[src/rtl/sba_pkg.sv]
`default_nettype none
// +----------------------------------------------------------------------+
// | sba_pkg: shared states, frame byte codes and SBA widths              |
// | Revision: 1.0                                                        |
// +----------------------------------------------------------------------+
package sba_pkg;

  localparam int ADDR_W = 32;
  localparam int DAT_W  = 32;
  localparam int WE_W   = 4;

  localparam logic [7:0] CMD_WR  = 8'h57;
  localparam logic [7:0] CMD_RD  = 8'h52;
  localparam logic [7:0] RSP_OK  = 8'h4B;
  localparam logic [7:0] RSP_ERR = 8'h45;

  typedef enum logic [2:0] {
    IDLE = 3'd0,
    ADDR = 3'd1,
    DATA = 3'd2,
    REQ  = 3'd3,
    BUS  = 3'd4,
    GAP  = 3'd5,
    RESP = 3'd6
  } state_e;

  function automatic logic [7:0] byte_sel(input logic [31:0] w, input logic [1:0] idx);
    return w[8*idx +: 8];
  endfunction

endpackage
`default_nettype wire

[src/rtl/sba_dbg_master_byte_shift32.sv]
`default_nettype none
// +----------------------------------------------------------------------+
// | byte_shift32: 4-byte little-endian shift register with byte count    |
// | Revision: 1.0                                                        |
// +----------------------------------------------------------------------+
module byte_shift32 (
  input  logic        i_clk,
  input  logic        i_rst,
  input  logic        i_clr,
  input  logic        i_en,
  input  logic [7:0]  i_byte,
  output logic [31:0] o_word,
  output logic        o_done
);

  logic [31:0] word_q, word_d;
  logic [1:0]  cnt_q, cnt_d;

  // First byte received ends up in bits [7:0] after four shifts.
  always_comb begin
    word_d = word_q;
    cnt_d  = cnt_q;
    if (i_clr) begin
      cnt_d = 2'd0;
    end else if (i_en) begin
      word_d = {i_byte, word_q[31:8]};
      cnt_d  = cnt_q + 2'd1;
    end
  end

  always_ff @(posedge i_clk or negedge i_rst) begin
    if (!i_rst) begin
      word_q <= '0;
      cnt_q  <= '0;
    end else begin
      word_q <= word_d;
      cnt_q  <= cnt_d;
    end
  end

  assign o_word = word_q;
  assign o_done = i_en && !i_clr && (cnt_q == 2'd3);

endmodule
`default_nettype wire

[src/rtl/sba_dbg_master.sv]
`default_nettype none
// +----------------------------------------------------------------------+
// | sba_dbg_master: byte-framed command decoder driving one SBA access   |
// | Revision: 1.0                                                        |
// +----------------------------------------------------------------------+
module sba_dbg_master
  import sba_pkg::*;
#(
  parameter int unsigned TIMEOUT  = 1024,
  parameter int unsigned FRAME_TO = 65535,
  parameter int unsigned CNT_W    = 16
) (
  input  logic              i_clk,
  input  logic              i_rst,
  input  logic [7:0]        i_rx_dat,
  input  logic              i_rx_valid,
  output logic [7:0]        o_tx_dat,
  output logic              o_tx_valid,
  input  logic              i_tx_ready,
  output logic              o_req,
  input  logic              i_gnt,
  output logic [ADDR_W-1:0] o_addr,
  output logic [DAT_W-1:0]  o_dat_w,
  output logic [WE_W-1:0]   o_we,
  output logic              o_stb,
  input  logic [DAT_W-1:0]  i_dat_r,
  input  logic              i_ack,
  output logic              o_busy,
  output logic              o_err
);

  localparam logic [CNT_W-1:0] TO_LAST = CNT_W'(TIMEOUT - 1);
  localparam logic [CNT_W-1:0] FR_LAST = CNT_W'(FRAME_TO - 1);

  state_e            state_q, state_d;
  logic [CNT_W-1:0]  cnt_q, cnt_d;
  logic              is_wr_q, is_wr_d;
  logic              rsp_err_q, rsp_err_d;
  logic [DAT_W-1:0]  rdata_q, rdata_d;
  logic [1:0]        idx_q, idx_d;
  logic [7:0]        tx_dat_q, tx_dat_d;
  logic              tx_valid_q, tx_valid_d;
  logic              req_q, req_d;
  logic              stb_q, stb_d;
  logic [WE_W-1:0]   we_q, we_d;
  logic              err_q, err_d;

  logic              sh_clr, addr_en, data_en, addr_done, data_done;

  byte_shift32 u_addr_sh (
    .i_clk  (i_clk),
    .i_rst  (i_rst),
    .i_clr  (sh_clr),
    .i_en   (addr_en),
    .i_byte (i_rx_dat),
    .o_word (o_addr),
    .o_done (addr_done)
  );

  byte_shift32 u_data_sh (
    .i_clk  (i_clk),
    .i_rst  (i_rst),
    .i_clr  (sh_clr),
    .i_en   (data_en),
    .i_byte (i_rx_dat),
    .o_word (o_dat_w),
    .o_done (data_done)
  );

  always_comb begin
    state_d    = state_q;
    is_wr_d    = is_wr_q;
    rsp_err_d  = rsp_err_q;
    rdata_d    = rdata_q;
    idx_d      = idx_q;
    tx_dat_d   = tx_dat_q;
    tx_valid_d = tx_valid_q;
    req_d      = req_q;
    stb_d      = stb_q;
    we_d       = we_q;
    err_d      = err_q;
    sh_clr     = 1'b0;
    addr_en    = 1'b0;
    data_en    = 1'b0;

    case (state_q)
      IDLE: begin
        if (i_rx_valid && (i_rx_dat == CMD_WR || i_rx_dat == CMD_RD)) begin
          is_wr_d = (i_rx_dat == CMD_WR);
          sh_clr  = 1'b1;
          state_d = ADDR;
        end
      end
      ADDR: begin
        if (i_rx_valid) begin
          addr_en = 1'b1;
          if (addr_done) begin
            state_d = is_wr_q ? DATA : REQ;
            req_d   = !is_wr_q;
          end
        end else if (cnt_q == FR_LAST) begin
          state_d = IDLE;
        end
      end
      DATA: begin
        if (i_rx_valid) begin
          data_en = 1'b1;
          if (data_done) begin
            state_d = REQ;
            req_d   = 1'b1;
          end
        end else if (cnt_q == FR_LAST) begin
          state_d = IDLE;
        end
      end
      REQ: begin
        if (i_gnt) begin
          state_d = BUS;
          stb_d   = 1'b1;
          we_d    = is_wr_q ? {WE_W{1'b1}} : {WE_W{1'b0}};
        end
      end
      BUS: begin
        // Grant is guaranteed held while requesting, so i_gnt is not rechecked here.
        if (i_ack) begin
          rdata_d   = i_dat_r;
          rsp_err_d = 1'b0;
          stb_d     = 1'b0;
          we_d      = '0;
          state_d   = GAP;
        end else if (cnt_q == TO_LAST) begin
          rsp_err_d = 1'b1;
          err_d     = 1'b1;
          stb_d     = 1'b0;
          we_d      = '0;
          state_d   = GAP;
        end
      end
      GAP: begin
        state_d    = RESP;
        tx_valid_d = 1'b1;
        idx_d      = 2'd0;
        tx_dat_d   = rsp_err_q ? RSP_ERR : (is_wr_q ? RSP_OK : rdata_q[7:0]);
      end
      RESP: begin
        if (i_tx_ready) begin
          if (rsp_err_q || is_wr_q || idx_q == 2'd3) begin
            state_d    = IDLE;
            tx_valid_d = 1'b0;
            tx_dat_d   = 8'h00;
            req_d      = 1'b0;
          end else begin
            idx_d    = idx_q + 2'd1;
            tx_dat_d = byte_sel(rdata_q, idx_q + 2'd1);
          end
        end
      end
      default: state_d = IDLE;
    endcase

    // Saturating counter, restarted by every state entry and every received frame byte.
    cnt_d = (cnt_q == {CNT_W{1'b1}}) ? cnt_q : cnt_q + 1'b1;
    if (state_d != state_q || ((state_q == ADDR || state_q == DATA) && i_rx_valid)) begin
      cnt_d = '0;
    end
  end

  always_ff @(posedge i_clk or negedge i_rst) begin
    if (!i_rst) begin
      state_q    <= IDLE;
      cnt_q      <= '0;
      is_wr_q    <= 1'b0;
      rsp_err_q  <= 1'b0;
      rdata_q    <= '0;
      idx_q      <= '0;
      tx_dat_q   <= '0;
      tx_valid_q <= 1'b0;
      req_q      <= 1'b0;
      stb_q      <= 1'b0;
      we_q       <= '0;
      err_q      <= 1'b0;
    end else begin
      state_q    <= state_d;
      cnt_q      <= cnt_d;
      is_wr_q    <= is_wr_d;
      rsp_err_q  <= rsp_err_d;
      rdata_q    <= rdata_d;
      idx_q      <= idx_d;
      tx_dat_q   <= tx_dat_d;
      tx_valid_q <= tx_valid_d;
      req_q      <= req_d;
      stb_q      <= stb_d;
      we_q       <= we_d;
      err_q      <= err_d;
    end
  end

  assign o_tx_dat   = tx_dat_q;
  assign o_tx_valid = tx_valid_q;
  assign o_req      = req_q;
  assign o_stb      = stb_q;
  assign o_we       = we_q;
  assign o_err      = err_q;
  assign o_busy     = (state_q != IDLE);

endmodule
`default_nettype wire

[config.mk]
export PLATFORM = sky130hd
export DESIGN_NAME = sba_dbg_master
export DESIGN_NICKNAME = d
export VERILOG_FILES = /design/src/rtl/sba_pkg.sv /design/src/rtl/sba_dbg_master_byte_shift32.sv /design/src/rtl/sba_dbg_master.sv
export SDC_FILE = /design/constraint.sdc
export NUM_CORES = 1
export LEC_CHECK = 0
export CAP_MARGIN = 20
export CORE_MARGIN = 2
export CORE_UTILIZATION = 56
export CTS_CLUSTER_SIZE = 10
export DETAILED_ROUTE_END_ITERATION = 8
export PLACE_DENSITY = 0.86
export SYNTH_ARGS = -nofsm -noshare
export SYNTH_HDL_FRONTEND = slang
export SYNTH_SLANG_ARGS = --single-unit
[constraint.sdc]
create_clock -name i_clk -period 6.08 [get_ports i_clk]
set_clock_uncertainty 0.1 [all_clocks]
set_input_delay 0.912 -clock i_clk [delete_from_list [all_inputs] [get_ports i_clk]]
set_output_delay 0.912 -clock i_clk [all_outputs]
set_load 0.005 [all_outputs]
After elaboration in Yosys (flattened, before gate mapping)
Cells that the tools add are included.
{"block": "word_totals", "regBits": 139, "latchBits": 0, "ramBits": 0, "rom_bits": 0, "out_inout_bits": 81, "elab_cells": 131, "mem_count": 0}
{"block": "classes", "addsub": 4, "multipliers": 0, "div": 0, "order_cmp": 0, "eq_ne": 25, "shifts": 1, "n_mux": 51, "bitwise_logic": 2, "n_reduce_logical": 32}
{"op": "3-bit 2-to-1 mux", "count": 11}
{"op": "16-bit == test (second input constant)", "count": 2}
{"op": "16-bit 2-to-1 mux", "count": 2}
{"op": "8-bit 2-to-1 mux", "count": 4}
{"op": "32-bit by 6-bit variable part select with 8-bit output", "count": 1}
{"op": "3-bit case mux with 7 select lines", "count": 1}
{"op": "1-bit 2-to-1 mux", "count": 17}
{"op": "16-bit by 1-bit adder with 16-bit output (second input constant)", "count": 1}
{"op": "16-bit by 10-bit == test with 1-bit output (second input constant)", "count": 1}
{"op": "8-bit by 7-bit == test with 1-bit output (second input constant)", "count": 2}
{"op": "4-bit 2-to-1 mux", "count": 4}
{"op": "2-bit != test (second input constant)", "count": 8}
{"op": "8-bit case mux with 2 select lines", "count": 1}
{"op": "2-bit 2-to-1 mux", "count": 6}
{"op": "2-bit AND reduction", "count": 6}
{"op": "3-bit AND reduction", "count": 4}
{"op": "2-bit nonzero test", "count": 5}
{"op": "3-bit == test (second input constant)", "count": 3}
{"op": "4-bit case mux with 2 select lines", "count": 1}
{"op": "7-bit AND reduction", "count": 1}
{"op": "2-bit by 1-bit adder with 2-bit output (second input constant)", "count": 3}
{"op": "2-bit == test (second input constant)", "count": 3}
{"op": "3-bit by 2-bit == test with 1-bit output (second input constant)", "count": 2}
{"op": "1-bit logical AND", "count": 6}
{"op": "12 further kinds", "count": 20}

Longest topological paths before layout
{"block": "logic_depth", "ltp_word": 14, "mapped_depth": 9, "ltp_nobuf": 7}

Cells and area by module
A second synthesis with hierarchy kept.
{"block": "unflattened", "hier_cells": 494, "area_unflattened_um2": 6653.9}
{"mod": "sba_dbg_master", "n_inst": 1, "cells_each": 340, "area_per_inst_um2": 3753.6, "seq_area_each_um2": 1701.6}
{"mod": "byte_shift32", "n_inst": 2, "cells_each": 77, "area_per_inst_um2": 1450.1, "seq_area_each_um2": 850.8}

Least setup slack after synthesis
No wires, ideal clock.
{"block": "synth_timing", "kind": "input to register", "start": "input i_rx_valid", "end": "register cnt_q[12]", "setup_ns": 0.087, "arrival_time_ns": 2.428, "required_time_ns": 5.893, "slack_ns": 3.465, "cell_stages": 8, "cell_sequence": "buf_2 -> nor4bb_1 -> nand4_1 -> nand2_1 -> or4_4 -> buf_6 -> buf_6 -> a211oi_2"}
{"block": "synth_via", "elab_chain_cells": 12}
{"element": "start: declaration", "line_no": "sba_dbg_master.sv:16", "rtl": "input logic i_rx_valid,"}
{"element": "1-bit logical AND", "line_no": "sba_dbg_master.sv:88", "rtl": "if (i_rx_valid && (i_rx_dat == CMD_WR || i_rx_dat == CMD_RD)) begin"}
{"element": "1-bit 2-to-1 mux", "line_no": "sba_dbg_master.sv:88"}
{"element": "1-bit 2-to-1 mux", "line_no": "sba_dbg_master.sv:86", "rtl": "case (state_q)"}
{"element": "1-bit logical NOT", "line_no": "sba_dbg_master_byte_shift32.sv:42", "rtl": "assign o_done = i_en && !i_clr && (cnt_q == 2'd3);"}
{"element": "1-bit logical AND (2 in series)", "line_no": "sba_dbg_master_byte_shift32.sv:42"}
{"element": "3-bit 2-to-1 mux, on equally long branches", "line_no": "sba_dbg_master.sv:108, sba_dbg_master.sv:97"}
{"element": "3-bit 2-to-1 mux, on equally long branches", "line_no": "sba_dbg_master.sv:106, sba_dbg_master.sv:95"}
{"element": "3-bit case mux with 7 select lines", "line_no": "sba_dbg_master.sv:86"}
{"element": "3-bit != test", "line_no": "sba_dbg_master.sv:163", "rtl": "if (state_d != state_q || ((state_q == ADDR || state_q == DATA) && i_rx_valid)) begin"}
{"element": "1-bit logical OR *", "line_no": "sba_dbg_master.sv:163"}
{"element": "2-bit by 1-bit != test with 1-bit output (no source line) or 16-bit 2-to-1 mux (tied branches)"}
{"element": "end signal: assignment", "line_no": "sba_dbg_master.sv:184", "rtl": "cnt_q <= cnt_d;"}
{"element": "end: declaration", "line_no": "sba_dbg_master.sv:36", "rtl": "logic [CNT_W-1:0] cnt_q, cnt_d;"}
Mark *: on every way between the ends. The rest lies on a longest branch, timed or not.
A chain may end at the register's enable or synchronous reset.

Worst setup path in the final report
{"block": "layout_timing", "start": "register state_q[0]", "end": "output o_busy"}
{"block": "layout_via", "elab_chain_cells": 1}
{"element": "start: declaration", "line_no": "sba_dbg_master.sv:35", "rtl": "state_e state_q, state_d;"}
{"element": "start signal: assignment", "line_no": "sba_dbg_master.sv:183", "rtl": "state_q <= state_d;"}
{"element": "3-bit nonzero test", "line_no": "sba_dbg_master.sv:204", "rtl": "assign o_busy = (state_q != IDLE);"}
{"element": "end: declaration", "line_no": "sba_dbg_master.sv:28", "rtl": "output logic o_busy,"}
No other way between the ends.

==> flow_metrics.env <==
export IMPL_yosysWarningCount=0
export IMPL_hold_class="input port to asynchronous set/reset pin"
export IMPL_dr_wl_met2_microns=7620
export IMPL_p_per_area_mw_per_mm2=489
export IMPL_netlist_instances=488
export IMPL_dp_hpwl_microns=9730
export IMPL_h_tree_depth=4
export IMPL_hold_slack_ps=209
export IMPL_slew_viol_final=0
export IMPL_cts_root_buffer="clkbuf_8"
export IMPL_yosysTopAreaCell="dfrtp_1"
export IMPL_grt_antenna_before_repair=0
export IMPL_die_w_microns=110
export IMPL_final_common_cell="dfrtp_1"
export IMPL_synth_top_cell_area_share=0.545
export IMPL_synth_edff_count=0
export IMPL_start_util=0.576
export IMPL_synthesis_area_sq_mm=0.00624
export IMPL_slew_headroom=0.388
export IMPL_synthTopCellsByArea="dfrtp_1, mux2_2, mux4_2"
export IMPL_ff2ff_path_depth=7
export IMPL_setup_viol_count_final=0
export IMPL_power_leakage_nw=3.48
export IMPL_grt_start_max_net_pins=89
export IMPL_path_max_fanout=22
export IMPL_synth_distinct_cells=64
export IMPL_synth_avg_cell_area_sq_um=12.8
export IMPL_pwr_share_clk=0.259
export IMPL_cts_path_max_buffers=2
export IMPL_combPwrFrac=0.340
export IMPL_endpoint_kind="output pin"
export IMPL_crit_type="register to output pin"
export IMPL_fin_setup_tns_ps=0
export IMPL_via_per_inst=6.04
export IMPL_clk_pin_slew_ps=60
export IMPL_vdd_drop_max_mv=0.375
export IMPL_portBuffers=126
export IMPL_grt_pass1_vias=4736
export IMPL_nets=657
export IMPL_numCtsBuffers=17
export IMPL_outcome="finished clean"
export IMPL_die_h_microns=110
export IMPL_gr_total_overflow=0
export IMPL_drt_wl_total_microns=15000
export IMPL_worstMarginPinSlew_ps=916
export IMPL_grt_pass1_wl_microns=23800
export IMPL_cp_start_kind="register"
export IMPL_p_sw_mw=1.19
export IMPL_routedWlPerCell_microns=19.7
export IMPL_min_period_ps=3130
export IMPL_hold_violations=0
export IMPL_seqCellArea_sq_mm=0.00340
export IMPL_cts_hold_buffers=0
export IMPL_place_gp_congestion=0.807
export IMPL_wl_met3_microns=1250
export IMPL_maxCapViolations=0
export IMPL_core_sq_mm=0.0108
export IMPL_cts_resized=0
export IMPL_drive_gt1_frac=0.246
export IMPL_cts_setup_buffers=0
export IMPL_firstDrtPassIters=5
export IMPL_switching_share=0.297
export IMPL_seqPwrFrac=0.402
export IMPL_final_cell_mix="dfrtp_1, clkdlybuf4s50_1, mux2_2, nand2_1, a21oi_1"
export IMPL_via_count=4583
export IMPL_cts_tree="yes"
export IMPL_fmax_mhz=320
export IMPL_rows=38
export IMPL_num_antenna_cells=0
export IMPL_multi_input_area_sq_mm=0.00268
export IMPL_internal_power_mw=2.83
export IMPL_async_flop_share=1.00
export IMPL_grt_usage=0.262
export IMPL_finalCritPeriodShare=0.514
export IMPL_ys_seq_area_frac=0.545
export IMPL_die_area_sq_mm=0.0120
export IMPL_maxUsedRoutingLayer="met4"
export IMPL_wl_met1_microns=5870
export IMPL_clk_latency_ps=520
export IMPL_critical_path_required_ps=5070
export IMPL_rsz0062_at_grt="no"
export IMPL_drtIter0Drc=314
export IMPL_clock_sinks=136
export IMPL_syn_num_nets=539
export IMPL_synth_ff_type="dfrtp_1"
export IMPL_ant_nets=0
export IMPL_synth_seq_cells=136
export IMPL_area_growth_synth_to_final_pct=31.6
export IMPL_fillCellCount=709
export IMPL_arrival_ps=2110
export IMPL_drc_errors=0
export IMPL_ioPinCount=127
==> layout make-up <==
class,count,share of cell area
clock buffers,21,0.0559
multi-input cells,313,0.326
well taps,140,0.0213
clock inverters,11,0.0175
inverters,7,0.00320
repair buffers,131,0.162
flip-flops and latches,136,0.414
==> registers in the layout, indices dropped and copies added, names as in the netlist <==
signal            flops
o_we                  1
o_tx_dat              8
o_req                 1
o_tx_valid            1
u_addr_sh.o_word     32
rsp_err_q             1
u_data_sh.cnt_q       2
cnt_q                16
o_stb                 1
is_wr_q               1
u_addr_sh.cnt_q       2
idx_q                 2
rdata_q              32
u_data_sh.o_word     32
state_q               3
o_err                 1
==> cell families (layout without fill, tap and decap cells) <==
group / count (synthesis) / after routing / share of synthesized area
buffers and inverters: 39 / 170 / 0.0293
AND/OR/NAND/NOR: 112 / 112 / 0.109
adder cells (fa/ha/maj): 5 / 5 / 0.0100
AO/OA/AOI/OAI: 83 / 83 / 0.0916
multiplexers: 105 / 105 / 0.204
flip-flops: 136 / 136 / 0.545
XOR/XNOR: 8 / 8 / 0.0112
==> per-layer routing <==
metal	vias to the layer above	global-route usage
li1	2063	-
met5	-	0
met4	0	0.0769
met1	2307	0.320
met2	187	0.432
met3	26	0.105
==> worst max-delay path, cell delays in order (launching register included) <==
cell,delay (ps)
dfrtp_1,650
or3_1,490
clkdlybuf4s50_1,460
==> metrics by stage <==
| step | cell area (sq um) | total power [mW] | cells | utilization | worst slack (ps) |
|---|---|---|---|---|---|
| floorplan | 6240 | 2.22 | 488 | - | 3470 |
| global placement | 7560 | 2.89 | 724 | 0.697 | 2640 |
| detailed placement | 7560 | 2.95 | 724 | 0.697 | 2520 |
| CTS | 8160 | 4.03 | 756 | 0.753 | 2940 |
| global route | 8210 | 4.23 | 759 | 0.758 | 2860 |
| finish | 8210 | 4.02 | 759 | 0.758 | 2950 |
==> worst paths after layout <==
kind,startpoint,end,slack (ps)
max in group asynchronous,i_rst,cnt_q[2]$_DFFE_PN0P_,4620
max,state_q[0]$_DFF_PN0_,o_busy,2950
max reg2reg,state_q[2]$_DFF_PN0_,cnt_q[7]$_DFFE_PN0P_,3290
min,i_rst,u_data_sh.o_word[6]$_DFFE_PN0P_,210
min in group i_clk,o_err$_DFFE_PN0P_,o_err$_DFFE_PN0P_,380
min reg2reg,o_err$_DFFE_PN0P_,o_err$_DFFE_PN0P_,380
==> power groups by stage <==
stage	combinational (mW)	clock [mW]	sequential (mW)
6_report	1.36	1.04	1.61
5_1_grt	1.48	1.09	1.66
4_1_cts	1.37	1.05	1.61
3_5_place_dp	1.35	0	1.61
3_3_place_gp	1.31	0	1.58
2_1_floorplan	0.694	0	1.52
==> synth_stat cells, drive strengths merged, types with 3 or more instances <==
cell type,count
or3,3
xor2,3
nand2,27
nand3,15
a22oi,4
mux4,8
inv,7
nor4,6
a21oi,21
nand4,7
xnor2,5
o31ai,5
and4,4
dfrtp,136
clkbuf,18
buf,14
nor3,8
and3,6
a211oi,7
nor4bb,4
nand3b,3
nand2b,4
ha,5
o211ai,3
o21ai,16
o2111ai,5
nor2,12
a22o,3
nor2b,3
mux2,96
or4,3
a21o,3
No activity file was read; power rests on OpenSTA's default activity.
